[config.mk]
export PLATFORM = sky130hd
export DESIGN_NAME = div_op_issuer
export DESIGN_NICKNAME = d
export VERILOG_FILES = /design/src/rtl/div_pkg.sv /design/src/rtl/div_op_issuer_key_debounce.sv /design/src/rtl/div_op_issuer.sv
export SDC_FILE = /design/constraint.sdc
export NUM_CORES = 1
export LEC_CHECK = 0
export CAP_MARGIN = 20
export CELL_PAD_IN_SITES_DETAIL_PLACEMENT = 0
export CELL_PAD_IN_SITES_GLOBAL_PLACEMENT = 2
export CORE_ASPECT_RATIO = 1.75
export CORE_MARGIN = 2
export CORE_UTILIZATION = 28
export CTS_CLUSTER_SIZE = 14
export DETAILED_ROUTE_END_ITERATION = 10
export PLACE_DENSITY_LB_ADDON = 0.1
export SLEW_MARGIN = 20
export SYNTH_ARGS = -nofsm -noshare
export SYNTH_HDL_FRONTEND = slang
export SYNTH_HIERARCHICAL = 1
export SYNTH_SLANG_ARGS = --single-unit
[constraint.sdc]
create_clock -name clk -period 2.05 [get_ports clk]
set_input_delay 0.41 -clock clk [delete_from_list [all_inputs] [get_ports clk]]
set_output_delay 0.41 -clock clk [all_outputs]
set_load 0.03 [all_outputs]
[src/rtl/div_pkg.sv]
// Shared types and constants for the divider front-end.
// Operand width is common with the 4-bit restoring divider.
package div_pkg;

  localparam int OPW = 4;

  localparam logic [OPW-1:0] QUOT_DZ = 4'hF;

  typedef enum logic [2:0] {
    IDLE    = 3'd0,
    ISSUE   = 3'd1,
    RELEASE = 3'd2,
    WAIT    = 3'd3,
    DONE    = 3'd4
  } state_e;

  typedef struct packed {
    logic [OPW-1:0] quot;
    logic [OPW-1:0] rem;
  } result_t;

  function automatic logic is_zero(
    input logic [OPW-1:0] v
  );
    return v == '0;
  endfunction

endpackage

[src/rtl/div_op_issuer_key_debounce.sv]
// Pushbutton synchroniser and debouncer.
// Emits a one-cycle pulse on an accepted press.
module key_debounce #(
  parameter int DEBOUNCE_CYCLES = 16
) (
  input  logic clk,
  input  logic resetn,
  input  logic key_n_i,
  output logic press_evt_o
);

  localparam int CW = $clog2(DEBOUNCE_CYCLES + 1);

  logic          sync1_q;
  logic          sync2_q;
  logic          deb_q;
  logic          deb_d;
  logic [CW-1:0] cnt_q;
  logic [CW-1:0] cnt_d;
  logic          evt_q;

  // Stability counter: restart on agreement, flip level when it saturates.
  always_comb begin
    deb_d = deb_q;
    cnt_d = cnt_q;
    if (sync2_q == deb_q) begin
      cnt_d = '0;
    end else if (cnt_q == CW'(DEBOUNCE_CYCLES - 1)) begin
      deb_d = sync2_q;
      cnt_d = '0;
    end else begin
      cnt_d = cnt_q + CW'(1);
    end
  end

  // Synchroniser, debounced level and press pulse registers.
  always_ff @(posedge clk) begin
    if (!resetn) begin
      sync1_q <= 1'b1;
      sync2_q <= 1'b1;
      deb_q   <= 1'b1;
      cnt_q   <= '0;
      evt_q   <= 1'b0;
    end else begin
      sync1_q <= key_n_i;
      sync2_q <= sync1_q;
      deb_q   <= deb_d;
      cnt_q   <= cnt_d;
      evt_q   <= deb_q & ~deb_d;
    end
  end

  assign press_evt_o = evt_q;

endmodule

[src/rtl/div_op_issuer.sv]
// Front-end controller for the 4-bit restoring divider.
// Latches operands, sequences go, captures and holds results.
module div_op_issuer
  import div_pkg::*;
#(
  parameter int DEBOUNCE_CYCLES = 16,
  parameter int TIMEOUT_CYCLES  = 16
) (
  input  logic           clk,
  input  logic           resetn,
  input  logic           key_n,
  input  logic [OPW-1:0] sw_dividend,
  input  logic [OPW-1:0] sw_divisor,
  output logic           div_go,
  output logic [OPW-1:0] div_dividend,
  output logic [OPW-1:0] div_divisor,
  input  logic [OPW-1:0] div_quotient,
  input  logic [OPW-1:0] div_remainder,
  input  logic           div_valid,
  output logic [OPW-1:0] quotient,
  output logic [OPW-1:0] remainder,
  output logic           result_ready,
  output logic           div_by_zero,
  output logic           timeout_err,
  output logic           busy
);

  localparam int TCW = $clog2(TIMEOUT_CYCLES + 1);

  logic           press_evt;

  state_e         state_q;
  state_e         state_d;
  logic [OPW-1:0] dvd_q;
  logic [OPW-1:0] dvd_d;
  logic [OPW-1:0] dvs_q;
  logic [OPW-1:0] dvs_d;
  result_t        res_q;
  result_t        res_d;
  logic           rr_q;
  logic           rr_d;
  logic           dz_q;
  logic           dz_d;
  logic           to_q;
  logic           to_d;
  logic           go_q;
  logic           go_d;
  logic           busy_q;
  logic           busy_d;
  logic [TCW-1:0] tcnt_q;
  logic [TCW-1:0] tcnt_d;

  key_debounce #(
    .DEBOUNCE_CYCLES(DEBOUNCE_CYCLES)
  ) u_deb (
    .clk        (clk),
    .resetn     (resetn),
    .key_n_i    (key_n),
    .press_evt_o(press_evt)
  );

  // Request sequencing: accept, issue go pulse, wait for valid or timeout.
  always_comb begin
    state_d = state_q;
    dvd_d   = dvd_q;
    dvs_d   = dvs_q;
    res_d   = res_q;
    rr_d    = rr_q;
    dz_d    = dz_q;
    to_d    = to_q;
    tcnt_d  = tcnt_q;
    unique case (state_q)
      IDLE, DONE: begin
        if (press_evt) begin
          dvd_d = sw_dividend;
          dvs_d = sw_divisor;
          to_d  = 1'b0;
          if (is_zero(sw_divisor)) begin
            res_d.quot = QUOT_DZ;
            res_d.rem  = sw_dividend;
            dz_d       = 1'b1;
            rr_d       = 1'b1;
            state_d    = DONE;
          end else begin
            dz_d    = 1'b0;
            rr_d    = 1'b0;
            state_d = ISSUE;
          end
        end
      end
      ISSUE: begin
        state_d = RELEASE;
      end
      RELEASE: begin
        tcnt_d  = '0;
        state_d = WAIT;
      end
      WAIT: begin
        if (div_valid) begin
          res_d.quot = div_quotient;
          res_d.rem  = div_remainder;
          rr_d       = 1'b1;
          state_d    = DONE;
        end else if (tcnt_q == TCW'(TIMEOUT_CYCLES - 1)) begin
          res_d   = '0;
          to_d    = 1'b1;
          rr_d    = 1'b1;
          state_d = DONE;
        end else begin
          tcnt_d = tcnt_q + TCW'(1);
        end
      end
      default: begin
        state_d = IDLE;
      end
    endcase
  end

  // Registered strobes derived from the next state.
  always_comb begin
    go_d   = (state_d == ISSUE);
    busy_d = (state_d == ISSUE) ||
             (state_d == RELEASE) ||
             (state_d == WAIT);
  end

  // State, operand and result registers.
  always_ff @(posedge clk) begin
    if (!resetn) begin
      state_q <= IDLE;
      dvd_q   <= '0;
      dvs_q   <= '0;
      res_q   <= '0;
      rr_q    <= 1'b0;
      dz_q    <= 1'b0;
      to_q    <= 1'b0;
      go_q    <= 1'b0;
      busy_q  <= 1'b0;
      tcnt_q  <= '0;
    end else begin
      state_q <= state_d;
      dvd_q   <= dvd_d;
      dvs_q   <= dvs_d;
      res_q   <= res_d;
      rr_q    <= rr_d;
      dz_q    <= dz_d;
      to_q    <= to_d;
      go_q    <= go_d;
      busy_q  <= busy_d;
      tcnt_q  <= tcnt_d;
    end
  end

  assign div_go       = go_q;
  assign div_dividend = dvd_q;
  assign div_divisor  = dvs_q;
  assign quotient     = res_q.quot;
  assign remainder    = res_q.rem;
  assign result_ready = rr_q;
  assign div_by_zero  = dz_q;
  assign timeout_err  = to_q;
  assign busy         = busy_q;

endmodule

* Word level (Yosys, flattened, before mapping)
Index checks and enable logic that the tools add are counted.
Storage, ports and cells: logic and storage cells 73, RAM bits 0, bits in latches 0, flip-flop bits (word level) 38, input bits 20, output and inout bits 21, bits in read-only memories 0, memories kept 0
Operators by class: equality and inequality tests 16, reductions and logical operators 13, div/mod/pow operators 0, bitwise gates (word level) 3, magnitude comparators 0, shift operators 0, $add $sub $neg 2, muxes and demuxes 23, multiply operators 0
Operator list (count):
- $mux 8 | 4
- $pmux 8 s2 | 1
- $eq 3x2->1 const B | 4
- $mux 3 | 4
- $pmux 3 s4 | 1
- $add 5x1->5 const B | 2
- $eq 5x4->1 const B | 2
- $mux 5 | 2
- $pmux 5 s2 | 1
- $mux 1 | 8
- $ne 2x2->1 const B | 4
- $reduce_and 4->1 | 2
- $eq 3x1->1 const B | 2
- $reduce_and 3->1 | 2
- $logic_not 4->1 | 1
- $pmux 1 s2 | 2
- $reduce_bool 2->1 | 2
- $eq 3x3->1 const B | 1
- $logic_not 3->1 | 1
- $ne 3x3->1 const B | 1
- $reduce_or 3->1 | 1
- $logic_or 1x1->1 | 2
- $ne 2x1->1 const B | 1
- $not 1->1 | 2
- other kinds (4) | 4

* Longest topological paths before layout
word-level depth 7, gate-level depth with buffers 8, depth with buffers taken out 7

* By module
Netlist, hierarchy kept.
Modules (own cells, without submodules):
- div_op_issuer | cells each 142, area an instance 1275.0 sq um, instances 1
- key_debounce | cells each 29, area an instance 314.1 sq um, instances 1

* Worst setup path before layout
OpenSTA, ideal clock, no wires.
path type flip-flop to flip-flop, start register tcnt_q[0], end register tcnt_q[0], arrival 1.794 ns, required time 1.974 ns, setup slack 0.180 ns, period minus slack after synthesis 1.870 ns, setup time 0.076 ns, cell stages (with the launch flop) 8, cell sequence dfxtp_1 -> ha_1 -> and3_1 -> ha_1 -> o21ai_0 -> nand2_1 -> or3_1 -> a21boi_0
Between the ends: word-level cells in the longest chain between the ends 4, elaborated cells between the ends (all ways) 7
RTL lines:
- start, declared | RTL line div_op_issuer.sv:50 | logic [TCW-1:0] tcnt_q;
- start signal, assigned | RTL line div_op_issuer.sv:150 | tcnt_q <= tcnt_d;
- $add 5x1->5 | RTL line div_op_issuer.sv:110 | tcnt_d = tcnt_q + TCW'(1);
- $mux 5 | RTL line div_op_issuer.sv:104 | end else if (tcnt_q == TCW'(TIMEOUT_CYCLES - 1)) begin
- $mux 5 | RTL line div_op_issuer.sv:99 | if (div_valid) begin
- $pmux 5 s2 | RTL line div_op_issuer.sv:72 | unique case (state_q)
Several ways; a longest one is shown, not always the timed one. The select of a mux whose other input is x is not followed. A chain may end at the register's enable or synchronous reset.

* Worst setup path after layout
start register tcnt_q[0], end register res_q, in the netlist remainder[3]
Between the ends: word-level cells in the longest chain between the ends 3
RTL lines:
- $eq 5x4->1 | RTL line div_op_issuer.sv:104
- $ne 3x3->1 (no source line)
- $reduce_and 4->1 (no source line)
- end signal, assigned | RTL line div_op_issuer.sv:144 | res_q <= res_d;
- end, declared | RTL line div_op_issuer.sv:38 | result_t res_q;
Every way passes these cells.

==> impl_summary.txt <==
----------------------------------------------------
[Synthesis]
  Warnings, synthesis ... 6
  Cell types with the highest counts after synthesis ... dfxtp_1 (38), nand2_1 (33), nor2_1 (13), a21boi_0 (10), o211a_1 (8)
  Sequential cell area fraction in the yosys report ... 47.9%
  Leading cell type by number of instances after synthesis ... dfxtp_1
  Fraction of post-synthesis cell area in the top cell type by area ... a little under half
  Number of synthesized register bits ... 38
  Average cell area after synthesis ... just over 9 um2
  Total nets after synthesis ... between 150 and 200
  Post-synth top flop ... dfxtp_1
  Post-synthesis instance area ... around 1600 um2
  EDFF count, synth ... 0
  Library cells used by synthesis ... 36
  Cell count after synthesis ... between 150 and 200
  Top area cells in the synthesized netlist ... dfxtp_1 (48%), nand2_1 (7.8%), o211a_1 (5.0%)
  Synth async-reset ratio ... 0%
  Leading area contributor after synthesis ... dfxtp_1

[Worst setup path]
  Worst setup EP type ... register
  Arrival time at the worst endpoint ... around 2.1 ns
  Crit path launch type ... register
  Maximum fanout encountered on the critical timing path ... 7
  CP Data Required Time ... 2.23 ns
  Worst Path Class, Setup ... register to register

[Placed design]
  Placement Cell Area ... around 2100 um2
  Count of buffers inserted at the top-level ports ... 40
  Worst slack at placement ... -0.0475 ns
  Half-perimeter wire length after detailed placement ... approximately 3200 um
  Global placer's final weighted congestion ... roughly 0.72

[Die]
  Std-Cell Rows ... 36
  Total die area ... about 6300 um2
  Core area ... 5540 um2
  Height of the die ... a little over 100 um
  Die W ... approximately 61 um
  Effective utilization at floorplan ... 28.7%
  I/O pin count ... 41

[Timing]
  Achievable clock frequency ... 512 MHz
  Final hold violations ... 0
  Final setup fails ... 0
  Count of final max-slew check failures ... 0
  Fin crit period ... roughly 2.0 ns
  Slew of the pin with the lowest slew margin ... between 0.4 and 0.5 ns
  Final Cycle Share ... between 90% and 100%
  Final sum of negative setup slack ... 0 ns
  Final worst-path setup slack ... roughly 0.095 ns
  RSZ-0062 raised after global routing ... no
  Fin Clk Skew ... about 0.0040 ns
  Worst-case headroom to the max-slew limit ... 70.0%

[Power]
  Power per cell area ... about 600 nW/um2
  Overall power of the completed layout ... approximately 0.0013 W
  Leakage power of the design ... 0.867 nW
  Max VDD drop ... 425 uV

[Global routing]
  Initial antenna violation count ... 0
  Leftover overflow at the end of global routing ... 0
  Maximum number of pins on one net before global-route repair ... 19
  Global-route usage over all layers ... 13.7%
  Vias in the first global route ... between 1000 and 1500
  Wire length of the first global-routing pass ... around 6500 um

[Worst hold path]
  Hold Path Class ... register to register

[Clock network]
  Post-CTS repair timing setup buffer count ... 0
  Clock-pin slew reported for the worst setup and hold paths after clock tree synthesis ... roughly 0.070 ns
  Deepest level of the CTS H-tree ... 2
  Number of buffers on the longest clock path ... 2
  Count of hold-fix buffers inserted at cts ... 0
  Skew-Pair Late Insertion Delay ... ~0.28 ns
  Clock Root Buffer ... clkbuf_8
  Clock tree from TritonCTS ... done
  Num CTS Buffers ... 5
  CTS sink cnt ... 38

[Final layout]
  Post-layout instance area ... about 2200 um2
  Fraction of layout instances using a drive strength above 1 ... roughly a tenth
  Growth of design area from synthesis to finish ... 37.6%
  Layout Nets ... around 240
  Diodes inserted ... 0

[Detailed routing]
  Initial DRC Count ... 49
  Vias ... about 1300
  Avg WL per Cell ... ~13 um
  Initial DRT Pass Iterations ... 4
  Avg Vias per Cell ... ~4.5
  Remaining design rule violation count ... 0
  Final Routed Wirelength ... about 4000 um
  Post-route antenna net violation count ... 0

[Run]
  Max_cap viols ... 0

[Status]
  Result of the run ... completed

----------------------------------------------------
==> worst paths after layout <==
kind,from,endpoint,slack [ns],cells past startpoint
hold reg to reg,u_deb/sync1_q,u_deb/sync2_q,0.42,1
setup reg to reg,tcnt_q[0],remainder[3],0.1,7
setup / recovery,tcnt_q[0],remainder[3],0.1,7
hold / removal,u_deb/sync1_q,u_deb/sync2_q,0.42,1
==> logic make-up after synthesis <==
family	count (synthesis)	synth area share (%)
DFF	38	47.9
buffers and inverters	13	5.12
xor gates and xnor gates	5	2.76
and+or+nand+nor	77	24.3
adders and majority gates	4	3.15
AOI/OAI and AO/OA	32	15.6
muxes	2	1.26
==> where the power goes <==
group / switching [W] / internal, W
clock network: 0.000252 / 0.000271
logic: 0.0000290 / 0.0000463
registers: 0.00000110 / 0.000740
==> final cells by class <==
type / instances / area, um2
clock buffer: 7 / 86.3
clock inverter: 1 / 5.00
fill: 596 / 3350
inverter: 5 / 18.8
multi-input combinational: 120 / 747
sequential: 38 / 761
tap: 76 / 95.1
timing repair buffer: 48 / 473
==> state kept, by name, summed over array words and instances (netlist names), 3 cells and up <==
name,count
quotient,4
remainder,4
tcnt_q,5
div_divisor,4
u_deb/cnt_q,5
state_q,3
div_dividend,4
==> through the flow <==
stage / hold slack [ns] / util, % / instances
final: 0.418 / 39.5 / 295
after global routing: 0.435 / 39.5 / 295
after detailed placement: 0.401 / 37.8 / 287
after CTS: 0.419 / 39.5 / 295
after floorplan: 0.386 / - / 171
after global placement: 0.389 / 37.8 / 287
==> worst max-delay path, cell delays in order, from the launching register on <==
cell	delay, ns
dfxtp_1	0.34
ha_1	0.22
and3_1	0.19
ha_1	0.23
nor2_1	0.31
o22ai_4	0.16
buf_4	0.19
o211a_1	0.21
==> metal layers <==
| layer | part of all wire, % | GRT usage, % |
|---|---|---|
| met1 | 40 | 15.6 |
| met3 | 3.4 | 3.25 |
| met4 | 1.7 | 5.59 |
| met2 | 55 | 23.5 |
| met5 | 0 | 0 |
==> placed cells by master (no fill, tap or decap), types with 2 or more instances in the layout <==
master	n
inv_1	5
nor2b_1	5
nand3_2	2
xor2_1	4
o211a_1	8
clkdlybuf4s50_1	40
ha_1	4
nor2_1	13
buf_4	7
nand2_1	33
dfxtp_1	38
clkbuf_8	6
o21ai_0	3
nand4_1	5
mux2i_1	2
nand3_1	5
nand2b_1	2
a21oi_1	6
a21boi_0	10
and3_1	3
==> timing repair <==
action                                  in CTS  in global routing
endpoints found under the hold margin        0                  0
gates resized for setup                      0                  1
endpoints found under the setup margin       0                  1
(Power assumes the default switching activity.)
